**config.mk**
```make
export PLATFORM = sky130hd
export DESIGN_NAME = simmem_write_responder
export DESIGN_NICKNAME = d
export VERILOG_FILES = /design/src/rtl/simmem_pkg.sv /design/src/rtl/simmem_aw_fifo.sv /design/src/rtl/simmem_write_responder.sv
export SDC_FILE = /design/constraint.sdc
export NUM_CORES = 1
export LEC_CHECK = 0
export CORE_ASPECT_RATIO = 0.75
export CORE_MARGIN = 1.5
export CORE_UTILIZATION = 30
export CTS_CLUSTER_DIAMETER = 50
export DETAILED_ROUTE_END_ITERATION = 10
export DONT_BUFFER_PORTS = 1
export PLACE_DENSITY_LB_ADDON = 0.12
export SETUP_SLACK_MARGIN = 0.4
export SYNTH_ARGS = -nofsm -noshare
export SYNTH_HDL_FRONTEND = slang
export SYNTH_SLANG_ARGS = --single-unit
```
**constraint.sdc**
```tcl
create_clock -name clk_i -period 3.95 [get_ports clk_i]
set_input_delay 0.5925 -clock clk_i [delete_from_list [all_inputs] [get_ports clk_i]]
set_output_delay 0.5925 -clock clk_i [all_outputs]
set_load 0.005 [all_outputs]
```
**src/rtl/simmem_pkg.sv**
```systemverilog
// Shared types and constants for the simmem write path.
// Optional build macro: SIMMEM_WLAST_CHECK_EN (enables W last-flag checking in the responder).
package simmem_pkg;

  localparam int unsigned IdWidth         = 4;
  localparam int unsigned AddrWidth       = 24;
  localparam int unsigned BurstLenWidth   = 8;
  localparam int unsigned BurstSizeWidth  = 3;
  localparam int unsigned DataWidth       = 12;
  localparam int unsigned StrbWidth       = 3;
  localparam int unsigned XRespWidth      = 2;
  localparam int unsigned RspPayloadWidth = 10;

  localparam logic [XRespWidth-1:0] XRespOkay   = 2'b00;
  localparam logic [XRespWidth-1:0] XRespSlvErr = 2'b10;

  localparam int unsigned WriteResponderAwQueueDepth = 4;

  typedef struct packed {
    logic [IdWidth-1:0]        id;
    logic [AddrWidth-1:0]      addr;
    logic [BurstLenWidth-1:0]  burst_length;
    logic [BurstSizeWidth-1:0] burst_size;
  } waddr_req_t;

  typedef struct packed {
    logic [DataWidth-1:0] data;
    logic [StrbWidth-1:0] strb;
    logic                 last;
  } wdata_req_t;

  typedef struct packed {
    logic [IdWidth-1:0]         id;
    logic [RspPayloadWidth-1:0] payload;
  } wresp_t;

  // Response payload: resp code in the low bits, upper bits zero.
  function automatic logic [RspPayloadWidth-1:0] make_payload(input logic [XRespWidth-1:0] resp);
    return {(RspPayloadWidth-XRespWidth)'(0), resp};
  endfunction

endpackage

```
**src/rtl/simmem_aw_fifo.sv**
```systemverilog
// Generic FIFO for buffering write address requests; Depth must be a power of 2.
module simmem_aw_fifo #(
  parameter int unsigned Width = 8,
  parameter int unsigned Depth = 4
) (
  input  logic             clk_i,
  input  logic             rst_ni,
  input  logic             push_i,
  input  logic [Width-1:0] data_i,
  input  logic             pop_i,
  output logic             full_o,
  output logic             empty_o,
  output logic [Width-1:0] data_o
);

  localparam int unsigned PtrWidth = $clog2(Depth);

  logic [PtrWidth:0] wptr_q, rptr_q;
  logic [Width-1:0]  mem_q [Depth];
  logic              do_push, do_pop;

  // Extra pointer MSB distinguishes full from empty when the indices match.
  assign empty_o = (wptr_q == rptr_q);
  assign full_o  = (wptr_q[PtrWidth] != rptr_q[PtrWidth]) &&
                   (wptr_q[PtrWidth-1:0] == rptr_q[PtrWidth-1:0]);
  assign data_o  = mem_q[rptr_q[PtrWidth-1:0]];

  assign do_pop  = pop_i && !empty_o;
  assign do_push = push_i && (!full_o || do_pop);

  always_ff @(posedge clk_i or negedge rst_ni) begin
    if (!rst_ni) begin
      wptr_q <= '0;
      rptr_q <= '0;
    end else begin
      if (do_push) wptr_q <= wptr_q + (PtrWidth+1)'(1);
      if (do_pop)  rptr_q <= rptr_q + (PtrWidth+1)'(1);
    end
  end

  always_ff @(posedge clk_i) begin
    if (do_push) mem_q[wptr_q[PtrWidth-1:0]] <= data_i;
  end

endmodule

```
**src/rtl/simmem_write_responder.sv**
```systemverilog
// Memory-side AXI write terminator: queues AW, discards W beats by count, returns one B per burst.
// Optional build macro: SIMMEM_WLAST_CHECK_EN flags last-flag mismatches as SLVERR.
module simmem_write_responder
  import simmem_pkg::*;
#(
  parameter int unsigned AwQueueDepth = WriteResponderAwQueueDepth
) (
  input  logic       clk_i,
  input  logic       rst_ni,
  input  waddr_req_t waddr_i,
  input  logic       waddr_in_valid_i,
  output logic       waddr_in_ready_o,
  input  wdata_req_t wdata_i,
  input  logic       wdata_in_valid_i,
  output logic       wdata_in_ready_o,
  output wresp_t     wresp_o,
  output logic       wresp_out_valid_o,
  input  logic       wresp_out_ready_i
);

  logic                     aw_full, aw_empty, aw_push, aw_pop;
  waddr_req_t               aw_head;
  logic [BurstLenWidth-1:0] beat_cnt_q;
  logic                     w_hs, w_final;
  logic [XRespWidth-1:0]    resp_code;
  wresp_t                   wresp_q;
  logic                     wresp_valid_q;

  simmem_aw_fifo #(
    .Width($bits(waddr_req_t)),
    .Depth(AwQueueDepth)
  ) u_aw_fifo (
    .clk_i  (clk_i),
    .rst_ni (rst_ni),
    .push_i (aw_push),
    .data_i (waddr_i),
    .pop_i  (aw_pop),
    .full_o (aw_full),
    .empty_o(aw_empty),
    .data_o (aw_head)
  );

  assign waddr_in_ready_o = !aw_full;
  assign aw_push          = waddr_in_valid_i && !aw_full;

  // W is only taken when the B slot is free or draining this cycle.
  assign wdata_in_ready_o = !aw_empty && (!wresp_valid_q || wresp_out_ready_i);
  assign w_hs             = wdata_in_valid_i && wdata_in_ready_o;
  assign w_final          = (beat_cnt_q == aw_head.burst_length);
  assign aw_pop           = w_hs && w_final;

`ifdef SIMMEM_WLAST_CHECK_EN
  logic err_q, err_next;

  assign err_next  = err_q || (wdata_i.last != w_final);
  assign resp_code = err_next ? XRespSlvErr : XRespOkay;

  // Sticky per-burst error, cleared when the burst terminates.
  always_ff @(posedge clk_i or negedge rst_ni) begin
    if (!rst_ni) begin
      err_q <= 1'b0;
    end else if (w_hs) begin
      err_q <= w_final ? 1'b0 : err_next;
    end
  end

  logic unused_fields;
  assign unused_fields = ^{wdata_i.data, wdata_i.strb, aw_head.addr, aw_head.burst_size};
`else
  assign resp_code = XRespOkay;

  logic unused_fields;
  assign unused_fields = ^{wdata_i.data, wdata_i.strb, wdata_i.last,
                           aw_head.addr, aw_head.burst_size};
`endif

  always_ff @(posedge clk_i or negedge rst_ni) begin
    if (!rst_ni) begin
      beat_cnt_q <= '0;
    end else if (w_hs) begin
      beat_cnt_q <= w_final ? '0 : beat_cnt_q + BurstLenWidth'(1);
    end
  end

  // B register: a new final beat may reload it in the same cycle it is consumed.
  always_ff @(posedge clk_i or negedge rst_ni) begin
    if (!rst_ni) begin
      wresp_q       <= '0;
      wresp_valid_q <= 1'b0;
    end else if (aw_pop) begin
      wresp_q       <= '{id: aw_head.id, payload: make_payload(resp_code)};
      wresp_valid_q <= 1'b1;
    end else if (wresp_out_ready_i) begin
      wresp_valid_q <= 1'b0;
    end
  end

  assign wresp_o           = wresp_q;
  assign wresp_out_valid_o = wresp_valid_q;

endmodule

```
; Word level (Yosys, flattened, before mapping)
; Memory sizes are Yosys's and may differ from the RTL's.
; Index checks and enable logic that the tools add are counted.
[classes]
n_addsub = 3
eq_ne = 4
mux = 5
reduce_logical = 13
[ops]
columns = operator, n
row1 = "adder 8 x 1 -> 8 bit, second input constant", 1
row2 = == test 8 bit, 1
row3 = two-way mux 8 bit, 1
row4 = logical AND 1 bit, 7
row5 = "adder 3 x 1 -> 3 bit, second input constant", 2
row6 = two-way mux 1 bit, 4
row7 = == test 3 bit, 1
row8 = logical NOT 1 bit, 3
row9 = == test 2 bit, 1
row10 = logical OR 1 bit, 2
row11 = nonzero test 2 bit, 1
row12 = != test 1 bit, 1
[totals]
regBits = 19
mem_bits_rw = 156
input_bits = 60
elab_cells = 31
n_memories = 1
[mem_list]
columns = memory, words, width, rd, rd_ports_with_merged_regs, write_ports, line_no
row1 = u_aw_fifo.mem_q, 4, 39, 1, 0, 1, simmem_aw_fifo.sv:19  ; logic [Width-1:0] mem_q [Depth];

; Longest topological paths before layout
[logic_depth]
depth_word = 10
ltp_mapped = 8
mapped_depth_nobuf = 6

; Cells and area by module
; A second synthesis with hierarchy kept.
[hier_totals]
cells_unflattened = 338
area_unflattened_um2 = 6906.6
[modules_own_cells]
columns = module, instances, cells_each, area_per_inst_um2
row1 = simmem_aw_fifo, 1, 251, 6075.8
row2 = simmem_write_responder, 1, 87, 830.8

; Worst setup path before layout
; OpenSTA, ideal clock, no wires.
[synth_path]
kind = register to register
startpoint = reg u_aw_fifo.rptr_q[0]
endpoint = reg u_aw_fifo.rptr_q[1]
arrival_time_ns = 2.191
slack_ns = 1.634
path_stages_with_launch = 8
n_path_buf = 2
synth_period_minus_slack_ns = 2.316
cell_sequence = dfrtp_1 > buf_6 > buf_8 > mux4_1 > xnor2_1 > nand4_2 > nor3_4 > mux2_2
[synth_between]
elab_chain_len = 6
word_cells_on_any_way = 9
classes_between = add/sub: 1 / eq/ne: 2 / reduce/logical: 5 / memory: 1
[synth_lines]
columns = element, line_no
row1 = "start, declared", simmem_aw_fifo.sv:18  ; logic [PtrWidth:0] wptr_q, rptr_q;
row2 = "start signal, assigned", simmem_aw_fifo.sv:37  ; if (do_pop) rptr_q <= rptr_q + (PtrWidth+1)'(1);
row3 = "parallel branches: the longest is 6 deep, another holds memory (4 x 39 bit)", -
; Several ways; the timed one is not identified.
; A chain may end at the register's enable or synchronous reset.

; Final worst setup path
[layout_path]
startpoint = reg u_aw_fifo.rptr_q[0]
endpoint = reg wresp_q (netlist bit wresp_o[11])
[layout_between]
elab_chain_len = 5
word_cells_on_any_way = 7
classes_between = eq/ne: 2 / reduce/logical: 4 / memory: 1
[layout_lines]
columns = element, line_no
row1 = "parallel branches: the longest is 5 deep, another holds memory (4 x 39 bit)", -
row2 = "end signal, assigned", simmem_write_responder.sv:91  ; wresp_q <= '{id: aw_head.id, payload: make_payload(resp_code)};
row3 = "end, declared", simmem_write_responder.sv:26  ; wresp_t wresp_q;
; Several ways; the timed one is not identified.

==> results.json <==
{
  "status": "completed",
  "multi_input_area_um2": 930,
  "crit_chain": "buf_4 -> mux4_1 -> xnor2_1 -> nand4_2 -> nor3_4 -> mux2_2",
  "p_leak_uw": 0.00123,
  "startpoint_type": "register",
  "whs_ps": 358,
  "min_to": "u_aw_fifo.mem_q[1][35]",
  "numCtsBuffers": 9,
  "ys_seq_area_share_pct": 65.3,
  "area_growth_syn_to_layout_pct": 13.1,
  "cp_max_fo": 12,
  "grt_max_degree": 20,
  "root_buffer": "clkbuf_16",
  "mostFrequentLayoutCell": "edfxtp_1",
  "power_density_mw_per_mm2": 714,
  "drv_slew": 0,
  "drtAntennaViolNets": 0,
  "ir_drop_mv": 0.177,
  "overflow": 0,
  "cts_setup_buffers": 0,
  "syn_inst": 178,
  "sw_frac_of_total_pct": 31.1,
  "io-pin-count": 77,
  "core_area_mm2": 0.00958,
  "ys_ff_latch": 67,
  "crit_slowest_cell": "dfrtp_1",
  "dieArea_mm2": 0.0104,
  "grt_pass1_vias": 1498,
  "rr_worst_depth": 6,
  "crit_required_ps": 4160,
  "antenna_cells": 0,
  "hold_start": "waddr_i[35]",
  "ff2ff_setup_slack_ps": 960,
  "clk_latency_ps": 330,
  "finalSetupTns_ps": 0,
  "antenna_found_initial": 0,
  "fin_cells": 323,
  "fillers": 932,
  "grt.total_usage_pct": 11.3,
  "die_h_um": 88.6,
  "routed_via_density": 4.55,
  "p_clk_share_pct": 30.8,
  "dpl.cell_count": 306,
  "max_clock_freq_mhz": 334,
  "critPathMaxStageDelay_ps": 770,
  "pwr-share-comb_pct": 24.2,
  "start_util_pct": 30.6,
  "final_cell_mix": "edfxtp_1, dfrtp_1, xnor2_1",
  "cts_tree": "built",
  "nets": 252,
  "vias": 1469,
  "seqPwrFrac_pct": 45.0,
  "critical_path_buf_inv_count": 1,
  "reg2reg_to": "wresp_o[11]",
  "num_rows": 31,
  "hp-class": "input pin to register",
  "drc": 0,
  "cp-end-kind": "register",
  "critPathKind": "register to register",
  "routed_wirelength_um": 5220,
  "slew_headroom_pct": 37.1,
  "ys_warn_count": 0,
  "wl_per_cell_um": 16.2,
  "cts_sinks": 67,
  "tightest_slew_ps": 941,
  "drt_pass1_iterations": 4,
  "crit_arrival_ps": 3200,
  "fin_skew_ps": 8.11,
  "dieWidth_um": 117,
  "max_cap_viol_count": 0,
  "gp_congestion": 0.681,
  "final_util_pct": 34.6,
  "hpwl_um": 3390,
  "portBuffers": 0,
  "power_uw": 2370,
  "crit_family": "multiplexers",
  "initialDrtViolationCount": 42,
  "ys_types": 34,
  "seq_area_mm2": 0.00192,
  "finalHoldViolCount": 0,
  "drive_above_1_share_pct": 13.6,
  "setup_viol": 0,
  "synth_area_per_cell_um2": 16.5,
  "rsz0062_at_grt": "false",
  "layout_min_cycle_time_ps": 2990,
  "syn_area_mm2": 0.00293,
  "clk_pin_slew_worst_paths_ps": 60,
  "p_sw_uw": 737,
  "grt_pass1_wl_um": 8140,
  "clock_path_buffers": 2,
  "period_share_pct": 75.8,
  "h-tree-depth": 3,
  "reg2reg_from": "u_aw_fifo.rptr_q[0]",
  "holdPathStages": 0,
  "intPower_uw": 1630
}
layout make-up:
type                       count  area share (%)
clock buffer                   9            6.79
timing repair buffer           2           0.528
multi-input combinational    103            28.0
sequential                    67            57.8
inverter                       3           0.339
clock inverter                 7            1.58
tap                          132            4.98
cell families after synthesis:
family / count (synthesis) / synth area share [%]
DFF: 67 / 65.3
adders and majority gates: 6 / 2.56
xor gates and xnor gates: 17 / 5.07
buffers and inverters: 17 / 4.14
muxes: 17 / 12.7
AOI/OAI and AO/OA: 13 / 2.56
other: 1 / 0.128
and+or+nand+nor: 40 / 7.55
metrics by stage:
stage | area (um^2) | worst slack (ps)
global placement | 3030 | 911
finish | 3320 | 956
global route | 3320 | 735
detailed placement | 3030 | 858
floorplan | 2970 | 1630
CTS | 3320 | 855
Yosys cell counts (all sizes together):
library cell | count | area share (%)
nor3 | 6 | 1.4
dfrtp | 19 | 16
nor3b | 1 | 0.26
o211ai | 1 | 0.26
nand3 | 3 | 0.51
a31oi | 1 | 0.21
edfxtp | 48 | 49
o21ai | 7 | 1.2
nand2 | 12 | 1.5
nand3b | 1 | 0.26
nor4 | 1 | 0.21
xor2 | 3 | 0.90
ha | 6 | 2.6
inv | 3 | 0.38
nand4 | 3 | 0.85
clkbuf | 1 | 0.13
mux4 | 12 | 11
mux2 | 5 | 1.9
o22ai | 1 | 0.21
xnor2 | 14 | 4.2
a311o | 1 | 0.34
nor2 | 3 | 0.38
a21oi | 2 | 0.34
or2 | 3 | 0.64
and2 | 1 | 0.21
buf | 13 | 3.6
and3 | 4 | 0.85
conb | 1 | 0.13
nor2b | 2 | 0.43
registers in the layout, summed over array words and instances, names as in the netlist:
| register | flops |
|---|---|
| u_aw_fifo.mem_q | 48 |
| beat_cnt_q | 8 |
| wresp_o | 4 |
| u_aw_fifo.rptr_q | 3 |
| u_aw_fifo.wptr_q | 3 |
| wresp_out_valid_o | 1 |
per-layer routing:
layer  wire length [um]  global-route usage, %
met3                255                   4.52
met4                 82                   5.15
met1               2390                   13.8
met5                  0                      0
met2               2490                   17.7
power by group through the flow:
| stage | Combinational [uW] | Sequential, uW | Clock [uW] |
|---|---|---|---|
| after floorplan | 515 | 1020 | 0 |
| after global placement | 565 | 1070 | 0 |
| after detailed placement | 581 | 1080 | 0 |
| after CTS | 590 | 1070 | 756 |
| after global routing | 653 | 1090 | 781 |
| final | 575 | 1070 | 730 |
repair_timing:
item                      CTS  global route
hold buffers                1             0
resized for setup           0             0
hold endpoints to repair   19             0
worst max-delay path by stage:
stage,endpoint,slack [ps],startpoint,depth (start not counted)
global placement,wresp_o[10],910,u_aw_fifo.rptr_q[0],6
detailed placement,u_aw_fifo.rptr_q[1],860,u_aw_fifo.rptr_q[0],6
global route,wresp_o[11],740,u_aw_fifo.rptr_q[0],5
CTS,u_aw_fifo.rptr_q[1],860,u_aw_fifo.rptr_q[0],6
finish,wresp_o[11],960,u_aw_fifo.rptr_q[0],6
floorplan,u_aw_fifo.rptr_q[1],1630,u_aw_fifo.rptr_q[0],7
(Power assumes the default switching activity.)
